--- config.mk ---
export PLATFORM = sky130hd
export DESIGN_NAME = pipe_alu
export DESIGN_NICKNAME = d
export VERILOG_FILES = /design/src/rtl/pipe_alu.sv
export SDC_FILE = /design/constraint.sdc
export NUM_CORES = 1
export LEC_CHECK = 0
export ABC_AREA = 1
export CAP_MARGIN = 20
export CORE_AREA = 2 2 141 143
export CTS_BUF_LIST = sky130_fd_sc_hd__clkbuf_4 sky130_fd_sc_hd__clkbuf_8 sky130_fd_sc_hd__clkbuf_16
export DETAILED_ROUTE_END_ITERATION = 10
export DIE_AREA = 0 0 143 145
export PLACE_DENSITY = 0.79
export SYNTH_ARGS = -nofsm -noshare
export SYNTH_HDL_FRONTEND = slang
export SYNTH_SLANG_ARGS = --single-unit
export TNS_END_PERCENT = 20
--- constraint.sdc ---
create_clock -name clk -period 3.8 [get_ports clk]
set_input_delay 0.76 -clock clk [delete_from_list [all_inputs] [get_ports clk]]
set_output_delay 0.76 -clock clk [all_outputs]
set_load 0.005 [all_outputs]
--- src/rtl/pipe_alu.sv ---
// pipe_alu: elastic N-stage ALU pipeline (add/sub/and/or) with valid/ready
// on both sides, bubble collapsing, back-pressure and synchronous flush.
//   clk, rst (async, active-low)
//   valid_i/ready_o/sel_i/op1_i/op2_i : upstream side
//   valid_o/ready_i/res_o/zero_o/neg_o : downstream side
//   flush_i : kill in-flight work, count_o : occupancy
module pipe_alu #(
  parameter int DWIDTH = 32,
  parameter int STAGES = 3,
  localparam int CW = $clog2(STAGES + 1)
) (
  input  logic              clk,
  input  logic              rst,
  input  logic              valid_i,
  output logic              ready_o,
  input  logic [1:0]        sel_i,
  input  logic [DWIDTH-1:0] op1_i,
  input  logic [DWIDTH-1:0] op2_i,
  input  logic              flush_i,
  output logic              valid_o,
  input  logic              ready_i,
  output logic [DWIDTH-1:0] res_o,
  output logic              zero_o,
  output logic              neg_o,
  output logic [CW-1:0]     count_o
);

  typedef struct packed {
    logic [1:0]        sel;
    logic [DWIDTH-1:0] a;
    logic [DWIDTH-1:0] b;
  } op_t;

  typedef struct packed {
    logic [DWIDTH-1:0] res;
    logic              zero;
    logic              neg;
  } res_t;

  logic [STAGES-1:0]  v_q, v_d;
  logic [STAGES-1:0]  adv;
  op_t                op_q, op_d;
  res_t [STAGES-1:1]  pl_q, pl_d;
  logic [CW-1:0]      cnt_q, cnt_d;
  logic [DWIDTH-1:0]  alu_r;
  res_t               alu;
  logic               in_xfer;
  logic               out_xfer;

  // A stage may advance if downstream is ready or any stage
  // at or after it is empty (a bubble absorbs the shift).
  always_comb begin
    adv = '0;
    for (int s = 0; s < STAGES; s++) begin
      adv[s] = ready_i;
      for (int j = s; j < STAGES; j++)
        if (!v_q[j]) adv[s] = 1'b1;
    end
  end

  assign ready_o  = adv[0] && !flush_i && rst;
  assign in_xfer  = valid_i && ready_o;
  assign out_xfer = v_q[STAGES-1] && ready_i;

  always_comb begin
    alu_r = '0;
    unique case (op_q.sel)
      2'b00: alu_r = op_q.a + op_q.b;
      2'b01: alu_r = op_q.a - op_q.b;
      2'b10: alu_r = op_q.a & op_q.b;
      2'b11: alu_r = op_q.a | op_q.b;
      default: alu_r = '0;
    endcase
  end

  always_comb begin
    alu      = '0;
    alu.res  = alu_r;
    alu.zero = (alu_r == '0);
    alu.neg  = alu_r[DWIDTH-1];
  end

  always_comb begin
    v_d  = v_q;
    op_d = op_q;
    pl_d = pl_q;
    if (adv[0]) begin
      v_d[0]   = in_xfer;
      op_d.sel = sel_i;
      op_d.a   = op1_i;
      op_d.b   = op2_i;
    end
    if (adv[1]) begin
      v_d[1]  = v_q[0];
      pl_d[1] = alu;
    end
    for (int s = 2; s < STAGES; s++) begin
      if (adv[s]) begin
        v_d[s]  = v_q[s-1];
        pl_d[s] = pl_q[s-1];
      end
    end
    if (flush_i) v_d = '0;
  end

  always_comb begin
    cnt_d = cnt_q + CW'(in_xfer) - CW'(out_xfer);
    if (flush_i) cnt_d = '0;
  end

  always_ff @(posedge clk or negedge rst) begin
    if (!rst) begin
      v_q   <= '0;
      op_q  <= '0;
      pl_q  <= '0;
      cnt_q <= '0;
    end else begin
      v_q   <= v_d;
      op_q  <= op_d;
      pl_q  <= pl_d;
      cnt_q <= cnt_d;
    end
  end

  assign valid_o = v_q[STAGES-1];
  assign res_o   = pl_q[STAGES-1].res;
  assign zero_o  = pl_q[STAGES-1].zero;
  assign neg_o   = pl_q[STAGES-1].neg;
  assign count_o = cnt_q;

endmodule

==> metrics <==
first-pass GRT wire length=43,000 um; standard-cell row count=51; CP max stage delay=between 0.3 and 0.4 ns; pin count of the biggest net entering global routing=79; launching instance or port of the critical path=op_q[0]; top cell family by delay on the critical path=simple AND/OR/NAND/NOR gates; standby leakage power=about 6 nW; largest voltage drop on the vdd net=313 uV; switching portion of total power=33.0%; Levels on crit path=26; setup ws final=0.159 ns; final hold vios=0; clk slew on worst S/H paths=0.06 ns; Die X=143 um; Min Clock Period, post-route=3.64 ns; share of final-layout standard cells stronger than drive strength 1=between 10% and 20%; number of flops mapped to enable cells by yosys=0; count of boundary I/O pins=109; total number of H-tree levels=4; post-layout utilization of the core=between 60% and 70%; final number of max-transition violations=0; number of nets still failing antenna checks after routing=0; final critical-path share of the clock period=about 96%; Routability Congestion=0.981; path type of the worst setup path=reg -> reg; Fmax=approximately 0.27 GHz; iteration-0 DRC count of the detailed router=just over 600; required arrival time at the worst endpoint=roughly 4.2 ns; post-synthesis instance area=between 9000 and 10,000 um^2; overall die area=approximately 21,000 um^2; total power density per cell area=401 nW/um^2; part of the power in combinational logic=27.9%; Hold/Removal Path Class=in -> async; final routed wire length divided by cell count=15.0 um; Syn. warnings=0; total area of sequential cells=3430 um^2; height of the chip=between 100 and 150 um; antenna violations before repair=0; final clock skew=about 0.0089 ns; type of element capturing the critical path=flop; most frequently used flop master after synthesis=sky130_fd_sc_hd__dfrtp_1; count of input and output buffers=108; library cell contributing the largest single delay on the critical path=sky130_fd_sc_hd__dfrtp_1; multi-input logic area=5160 um^2; Worst-Margin Slew=0.881 ns; R2R cell count=26; drt first pass iters=5; insertion delay of the later-clocked pin in the worst-skew pair=0.43 ns; number of design rule violations left after detail routing=0; area of the placeable core=19,200 um^2; Max-slew headroom=41.3%; clk sinks=137; Inserted Clock Buffers=17; gr ovfl total=0; Synth-to-Final Area Change=24.1%; Avg Inst Size Synth=slightly below 7 um^2; Top cell by count, worst path=sky130_fd_sc_hd__nand2_1; Internal Pwr Total=3.14 mW; via count of the first global-routing pass=8,361; pre-CTS setup slack=-0.0538 ns; maximum buffer depth of the clock tree=2; RR Startpoint=op_q[0]; startpoint class of the critical path=flop; most common cell after layout, fill and taps aside=sky130_fd_sc_hd__nand2_1; Mapped Nets=between 1,000 and 1,500; sum of routed wire length over all layers=26,400 um; antenna diode instance count=0; critical path arrival=between 4 and 5 ns; share of flip-flops with an asynchronous set or reset after synthesis=100%; outcome=finished clean; net count reported at finish=1,588; total routing usage reported by global routing=26.5%; top fanout value on the critical path=4; reg-to-reg setup timing slack=roughly 0.16 ns; CTS tree=yes; fill cell instance count of the final layout=1,815; flops & latches, synth=137; placed wire-length estimate=20,700 um; number of failing setup endpoints in the final timing report=0; effective utilization at floorplan=between 40% and 50%; highest-count cells in the layout ignoring fill and taps=sky130_fd_sc_hd__nand2_1 (427), sky130_fd_sc_hd__inv_1 (194), sky130_fd_sc_hd__dfrtp_1 (136), sky130_fd_sc_hd__clkdlybuf4s50_1 (107), sky130_fd_sc_hd__o21ai_0 (95); gate count of the mapped netlist=1,384; switching power total=1.54 mW; critical path endpoint=pl_q[1]; cts hold-fix bufs=0; number of distinct library cells after synthesis=38; RSZ-0062 raised after global routing=true; Worst R2R End=pl_q[1]; detail-routed via count per cell=between 5 and 6; vias post-DR=8,965; number of buffers and inverters on the critical path=2; sequential group share of total power=between 30% and 40%; Clock Power Share=35.5%; max_cap viols=0; sequential cell area fraction in the yosys report=between 30% and 40%; Root Buffer Master=sky130_fd_sc_hd__clkbuf_16
==> cell usage after synthesis, types with 14 or more instances <==
library cell	instances	area [um^2]
sky130_fd_sc_hd__clkbuf_1	26	97.6
sky130_fd_sc_hd__xor2_1	30	263
sky130_fd_sc_hd__buf_4	34	255
sky130_fd_sc_hd__nand2_1	446	1670
sky130_fd_sc_hd__o21ai_0	101	505
sky130_fd_sc_hd__inv_1	199	747
sky130_fd_sc_hd__dfrtp_1	137	3430
sky130_fd_sc_hd__nor2_1	105	394
sky130_fd_sc_hd__a31oi_1	41	257
sky130_fd_sc_hd__nand3_1	66	330
sky130_fd_sc_hd__a21oi_1	58	290
sky130_fd_sc_hd__ha_1	36	450
sky130_fd_sc_hd__nand2_2	14	87.6
==> final cells by class <==
cell class | count | area share (%)
sequential | 137 | 29.4
timing repair buffer | 146 | 11.8
clock buffer | 19 | 3.77
tap | 265 | 2.84
multi-input combinational | 968 | 44.2
inverter | 210 | 6.75
clock inverter | 13 | 1.25
==> power groups by stage <==
stage	sequential (mW)	combinational [mW]	clock (mW)
2_1_floorplan	1.71	0.800	0
3_3_place_gp	1.73	1.18	0
3_5_place_dp	1.74	1.19	0
4_1_cts	1.71	1.23	1.68
5_1_grt	1.73	1.47	1.75
6_report	1.71	1.31	1.66
==> metal layers <==
layer / up-vias / global-route usage, % / share of wire (%)
met5: - / 0 / 0
met4: 0 / 8.17 / 1.9
met3: 35 / 4.06 / 5.5
met2: 284 / 38.0 / 42
met1: 4099 / 40.7 / 50
li1: 4547 / - / -
==> registers in the layout, summed over array words and instances, names as in the netlist <==
register and cells:
op_q 66, pl_q 33, res_o 32, v_q 3, count_o 2, zero_o 1
==> worst reg2reg max path: stages (launching register included) <==
cell and delay, ns:
sky130_fd_sc_hd__dfrtp_1 0.39, sky130_fd_sc_hd__inv_2 0.10, sky130_fd_sc_hd__ha_4 0.14, sky130_fd_sc_hd__nand3_2 0.07, sky130_fd_sc_hd__nand3b_4 0.18, sky130_fd_sc_hd__nor3_4 0.16, sky130_fd_sc_hd__nand4_1 0.24, sky130_fd_sc_hd__nor2_4 0.21
sky130_fd_sc_hd__nand2_2 0.10, sky130_fd_sc_hd__o21ai_4 0.17, sky130_fd_sc_hd__xor2_1 0.09, sky130_fd_sc_hd__ha_1 0.34, sky130_fd_sc_hd__buf_6 0.14, sky130_fd_sc_hd__nand2_2 0.09, sky130_fd_sc_hd__nor2_4 0.12, sky130_fd_sc_hd__nand2_1 0.09
sky130_fd_sc_hd__nor2_1 0.11, sky130_fd_sc_hd__nand2_1 0.09, sky130_fd_sc_hd__nand2_1 0.08, sky130_fd_sc_hd__nand2_1 0.06, sky130_fd_sc_hd__nand3_2 0.09, sky130_fd_sc_hd__nand2_2 0.07, sky130_fd_sc_hd__nor2_2 0.12, sky130_fd_sc_hd__nand3_1 0.10
sky130_fd_sc_hd__nor2_1 0.11, sky130_fd_sc_hd__nand3_1 0.07, sky130_fd_sc_hd__nand2_1 0.06
==> repair_timing <==
action	4_1_cts	5_1_grt
buffers inserted	3	7
pin swaps	12	33
endpoints found under the setup margin	2	9
gates resized for setup	31	72
==> cells by family (layout without fill, tap and decap cells) <==
group                      count (synthesis)  in the layout  share of synthesized area (%)
buffers and inverters                    279            388                           12.5
muxes                                      2              2                          0.239
AOI/OAI and AO/OA                        217            217                           12.5
adders and majority gates                 37             37                           5.00
DFF                                      137            137                           36.5
and+or+nand+nor                          681            681                           30.4
xor gates and xnor gates                  31             31                           2.89
==> how the worst min path moves through the flow <==
stage	from	end	slack, ns	cells past startpoint
floorplan	pl_q[2]	res_o[0]	0.44	2
global placement	pl_q[29]	res_o[27]	0.45	2
detailed placement	pl_q[5]	res_o[3]	0.45	2
CTS	rst	op_q[1]	0.22	1
global route	rst	op_q[1]	0.23	1
finish	rst	op_q[32]	0.21	1
==> per-stage QoR <==
step / instances / area [um^2] / hold WS, ns / power (mW) / TNS, ns
after floorplan: 1384 / 9410 / 0.442 / 2.51 / 0
after global placement: 1716 / 10600 / 0.451 / 2.91 / 0
after detailed placement: 1716 / 10600 / 0.451 / 2.93 / -0.0929
after CTS: 1751 / 11400 / 0.215 / 4.62 / 0
after global routing: 1758 / 11700 / 0.225 / 4.95 / -0.0691
final: 1758 / 11700 / 0.208 / 4.68 / 0
(Power assumes the default switching activity.)
==> variant 1, RTL diff (same flow settings) <==
`DWIDTH`: 32 -> 16.
--- a/src/rtl/pipe_alu.sv
+++ b/src/rtl/pipe_alu.sv
@@ -5,7 +5,7 @@
 //   valid_o/ready_i/res_o/zero_o/neg_o : downstream side
 //   flush_i : kill in-flight work, count_o : occupancy
 module pipe_alu #(
-  parameter int DWIDTH = 32,
+  parameter int DWIDTH = 16,
   parameter int STAGES = 3,
   localparam int CW = $clog2(STAGES + 1)
 ) (
Ports: changed (resized op1_i, op2_i and res_o); port bits go from 109 to 61. No check against the original RTL was run, so the function may have changed too.
==> variant 1 against the unedited design <==
Area after synthesis is 52% lower. Final area shrank 52%. Global-route usage is 15 points lower. Clock power is 48% lower. Combinational power decreased by 61%. Sequential cell count decreased by 64. Count of clock-buffer cells in the layout shrank 10. Wire length fell by 57%. Power shrank 51%. Worst hold slack better by 0.26 ns. Via count shrank 56%. Worst setup slack improved by 0.51 ns. Critical path type unchanged. Highest routed layer unchanged.
==> variant 1: results (changes against the unedited design) <==
status: complete, no violations (unchanged)
buffers added on ports: 60 (was 108)
worst r2r path cells: 23 (was 26)
FF-to-FF Start: op_q[1] (was op_q[0])
CP Max Fanout: 6 (was 4)
initial drt markers: 351 (was 613)
Largest register FFs: 34 (was 66)
post-cts sizing count: 0 (was 31)
Syn Nets: 683 (was 1,492)
LEAKAGE: 0.00284 uW (was 0.00604 uW)
CTS H-Tree Depth: 3 (was 4)
CTS Buf Count: 9 (was 17)
GRT overflow: 0 (unchanged)
first-pass GRT wire length: 19,400 um (was 43,000 um)
WP data arrival: 3.41 ns (was 4.01 ns)
peak supply drop: 0.162 mV (was 0.313 mV)
Fill cells: 2,085 (was 1,815)
fraction of layout cells with a size suffix above 1: 0.0578 (was 0.131)
post-route setup TNS: 0 ns (unchanged)
largest net degree at the start of global routing: 74 (was 79)
drt first pass iters: 5 (unchanged)
Synth cell types: 31 (was 38)
CTS root buffer: clkbuf_16 (unchanged)
All-Layer GR Usage: 0.116 (was 0.265)
largest cells by area after synthesis: dfrtp_1 40%, nand2_1 15%, inv_1 7.4% (was dfrtp_1 36%, nand2_1 18%, inv_1 7.9%)
postcts setup bufs: 0 (was 3)
Post-synth top cells: 184 x nand2_1, 89 x inv_1, 73 x dfrtp_1 (was 446 x nand2_1, 199 x inv_1, 137 x dfrtp_1)
Setup Skew: 0.00570 ns (was 0.00892 ns)
NetSw: 689 uW (was 1540 uW)
Avg Vias per Cell: 4.19 (was 5.10)
r2r endpoint: pl_q[1] (unchanged)
slew of the pin with the lowest slew margin: 0.937 ns (was 0.881 ns)
clock-pin slew on the worst setup and hold paths: 0.06 ns (about the same)
Reg2Reg Setup Slack: 0.67 ns (was 0.16 ns)
sequential area share after synthesis: 0.402 (was 0.365)
Max Buffers Root-to-Sink: 2 (unchanged)
DRC: 0 (unchanged)
total wire length: 11,300 um (was 26,400 um)
hold wc startpoint: pl_q[17]
Skew-Pair Late Insertion Delay: 0.34 ns (was 0.43 ns)
HPWL after DPL: 8690 um (was 20,700 um)
asr flop ratio synth: 1.00 (unchanged)
Inserted Diodes: 0 (unchanged)
NumNets Final: 730 (was 1,588)
gpl congestion: 0.878 (was 0.981)
Hold/Removal Path Class: flip-flop to flip-flop (was input pin to async pin)
vias in the first global route: 3,947 (was 8,361)
## variant 1: changes by cell type after synthesis, moves of 18 or more
cell / unedited run / this run
dfrtp_1: 137 / 73
nand3_1: 66 / 35
nor2_1: 105 / 42
a21oi_1: 58 / 24
a31oi_1: 41 / 14
o21ai_0: 101 / 59
inv_1: 199 / 89
buf_4: 34 / 16
nand2_1: 446 / 184
## variant 1: worst max-delay path: stages, from the launching register on
cell and delay [ns]:
dfrtp_1 0.37, inv_1 0.13, ha_1 0.17, inv_1 0.05, nor3_1 0.21, nand3_1 0.15, nor2_1 0.16, nand3_1 0.10
o21ai_0 0.19, xor2_1 0.19, ha_1 0.30, nand2_1 0.16, inv_1 0.05, nand2_1 0.06, nand2_1 0.04, a21oi_1 0.16
nand3_1 0.09, nand3_1 0.09, nand2_1 0.05, inv_1 0.07, nand3_1 0.06, nor2_1 0.09, nand3_1 0.07, nand2_1 0.05
## variant 1: cell type report
type                    count  area share
clock inverters             7      0.0138
well taps                 265      0.0588
inverters                  92      0.0613
clock buffers               9      0.0400
flip-flops and latches     73       0.324
multi-input cells         428       0.388
repair buffers             66       0.114
## variant 1: metal layers
layer	track usage	vias to the layer above	part of all wire	routed length, um
met5	0	-	0	0
met4	0.0361	0	0.014	155
met3	0.0224	12	0.059	667
met2	0.172	110	0.42	4770
met1	0.170	1766	0.51	5720
li1	-	2054	-	-
## variant 1: how the worst max path moves through the flow
stage            start      end  slack [ns]
6_report       op_q[1]  pl_q[1]        0.67
5_1_grt        op_q[1]  pl_q[1]        0.17
4_1_cts        ready_i  ready_o        0.66
3_5_place_dp   ready_i  ready_o        0.67
3_3_place_gp   ready_i  ready_o        0.69
2_1_floorplan  op_q[0]  pl_q[1]        1.06
## variant 1: through the flow
| stage | hold WS (ns) | area, um2 | worst slack (ns) | instances | utilization |
|---|---|---|---|---|---|
| after global placement | 0.456 | 5330 | 0.690 | 924 | 0.278 |
| after CTS | 0.474 | 5640 | 0.665 | 940 | 0.293 |
| final | 0.470 | 5640 | 0.671 | 940 | 0.293 |
| after detailed placement | 0.458 | 5330 | 0.671 | 924 | 0.278 |
| after global routing | 0.499 | 5640 | 0.174 | 940 | 0.293 |
| after floorplan | 0.442 | 4540 | 1.06 | 623 | - |
## variant 1: kinds of logic after synthesis
family | after synthesis | share of synthesized area
buf+inv | 122 | 0.116
mux | 6 | 0.0149
fa+ha+maj | 21 | 0.0595
simple gates | 280 | 0.254
compound gates | 106 | 0.124
flops | 73 | 0.402
xor+xnor | 15 | 0.0289
## variant 1: power groups by stage
stage          clock (uW)  sequential [uW]  combinational [uW]
6_report              864              906                 513
5_1_grt               912              919                 593
4_1_cts               879              908                 514
3_5_place_dp            0              922                 511
3_3_place_gp            0              919                 496
2_1_floorplan           0              904                 347
==> variant 2, RTL diff (same flow settings) <==
Made on the original files. Put one more register stage on the output `count_o`, with the module's reset. The value now appears one clock later. The other outputs are not delayed to match.
--- a/src/rtl/pipe_alu.sv
+++ b/src/rtl/pipe_alu.sv
@@ -126,7 +126,13 @@
   assign res_o   = pl_q[STAGES-1].res;
   assign zero_o  = pl_q[STAGES-1].zero;
   assign neg_o   = pl_q[STAGES-1].neg;
-  assign count_o = cnt_q;
+  always_ff @(posedge clk or negedge rst) begin
+    if (!rst) begin
+      count_o <= '0;
+    end else begin
+      count_o <= cnt_q;
+    end
+  end
 
 endmodule
 
Check against the original RTL: not equivalent (Yosys sat finds a counterexample within 4 cycles, from zero or initial values and one cycle with rst low).
==> variant 2 against the unedited design <==
Area after synthesis is 0.11% lower. Global-route usage is 0.35 points higher. Critical path type unchanged. Power is 2.8% higher. Worst setup slack worse by 0.042 ns. Wire length is 4.7% higher. Final area is 0.42% higher. Critical endpoint unchanged. Sequential cell count is 2 higher. Highest routed layer unchanged. Largest cell class unchanged.
==> variant 2: results (changes against the unedited design) <==
status: complete, no violations (unchanged)
clock-pin slew on the worst setup and hold paths: 0.06 ns (about the same)
largest reg by FF count: op_q (unchanged)
cells after synthesis: 1,377 (was 1,384)
Hold/Removal Path Class: input pin to async pin (unchanged)
Setup-failing EPs final: 0 (unchanged)
sequential area share after synthesis: 0.370 (was 0.365)
pre-CTS WS: -0.130 ns (was -0.0538 ns)
postcts setup bufs: 0 (was 3)
initial antenna violation count: 0 (unchanged)
LEAKAGE: 0.00604 uW (about the same)
HPWL after DPL: 20,700 um (about the same)
largest cells by area after synthesis: dfrtp_1 37%, nand2_1 18%, inv_1 8.0% (was dfrtp_1 36%, nand2_1 18%, inv_1 7.9%)
Critical Path Max Stage Delay: 0.45 ns (was 0.39 ns)
fraction of layout cells with a size suffix above 1: 0.115 (was 0.131)
All-Layer GR Usage: 0.268 (was 0.265)
Critical Path Slowest Stage Cell: dfrtp_2 (was dfrtp_1)
initial drt markers: 774 (was 613)
Setup Skew: 0.00774 ns (was 0.00892 ns)
largest net degree at the start of global routing: 130 (was 79)
Avg Vias per Cell: 5.31 (was 5.10)
peak supply drop: 0.324 mV (was 0.313 mV)
WP data arrival: 4.01 ns (about the same)
vias in the first global route: 8,417 (was 8,361)
CP Max Fanout: 5 (was 4)
CTS Buf Count: 17 (unchanged)
asr flop ratio synth: 1.00 (unchanged)
DP Area: 0.0106 mm2 (about the same)
Skew-Pair Late Insertion Delay: 0.43 ns (about the same)
NumNets Final: 1,571 (was 1,588)
drt first pass iters: 6 (was 5)
Syn Nets: 1,485 (was 1,492)
CTS H-Tree Depth: 4 (unchanged)
Post-synth top cells: 451 x nand2_1, 199 x inv_1, 139 x dfrtp_1 (was 446 x nand2_1, 199 x inv_1, 137 x dfrtp_1)
Slew headroom: 0.298 (was 0.413)
Cells after DPL: 1,699 (was 1,716)
CP top delay family: simple AND/OR/NAND/NOR gates (unchanged)
max cap viols: 0 (unchanged)
total wire length: 27,700 um (was 26,400 um)
gpl congestion: 0.952 (was 0.981)
GRT overflow: 0 (unchanged)
drt wl/cell: 15.9 um (was 15.0 um)
Max Buffers Root-to-Sink: 2 (unchanged)
Synth cell types: 36 (was 38)
first-pass GRT wire length: 43,600 um (was 43,000 um)
post-cts sizing count: 7 (was 31)
Primary FF master, synth: dfrtp_1 (unchanged)
[variant 2: area by class of cell]
type,count,area (um2)
clock inverters,9,138
well taps,265,332
inverters,203,768
flip-flops and latches,139,3480
fillers,1746,7490
clock buffers,22,482
multi-input cells,965,5220
repair buffers,136,1300
repair inverters,1,7.51
[variant 2: report_power, final]
part | switching (uW) | internal [uW] | total, uW
sequential | 109 | 1640 | 1740
clock | 671 | 1100 | 1770
combinational | 763 | 534 | 1300
total | 1540 | 3270 | 4810
[variant 2: worst paths after layout]
check | cells past startpoint | start | slack (ns) | end
min | 1 | rst | 0.13 | op_q[2]
max in group asynchronous | 2 | rst | 2.53 | res_o[25]
max reg2reg | 23 | op_q[0] | 0.12 | pl_q[1]
min in group clk | 0 | cnt_q[0] | 0.39 | count_o[0]
min reg2reg | 0 | cnt_q[0] | 0.39 | count_o[0]
max | 23 | op_q[0] | 0.12 | pl_q[1]
[variant 2: logic make-up after synthesis]
group / after synthesis / share of synthesized area
muxes: 4 / 0.00479
buffers and inverters: 273 / 0.123
xor gates and xnor gates: 31 / 0.0289
adders and majority gates: 37 / 0.0501
and+or+nand+nor: 684 / 0.301
AOI/OAI and AO/OA: 209 / 0.122
DFF: 139 / 0.370
[variant 2: through the flow]
stage	utilization	setup TNS (ns)
2_1_floorplan	-	0
3_3_place_gp	0.550	-0.0920
3_5_place_dp	0.550	-0.130
4_1_cts	0.583	0
5_1_grt	0.610	-0.229
6_report	0.610	0
[variant 2: routing by layer]
metal  track usage  wire [um]  vias to the layer above
li1              -          -                     4524
met1         0.398      13200                     4315
met2         0.397      12100                      357
met3        0.0426       1710                       50
met4        0.0931        676                        0
met5             0          0                        -
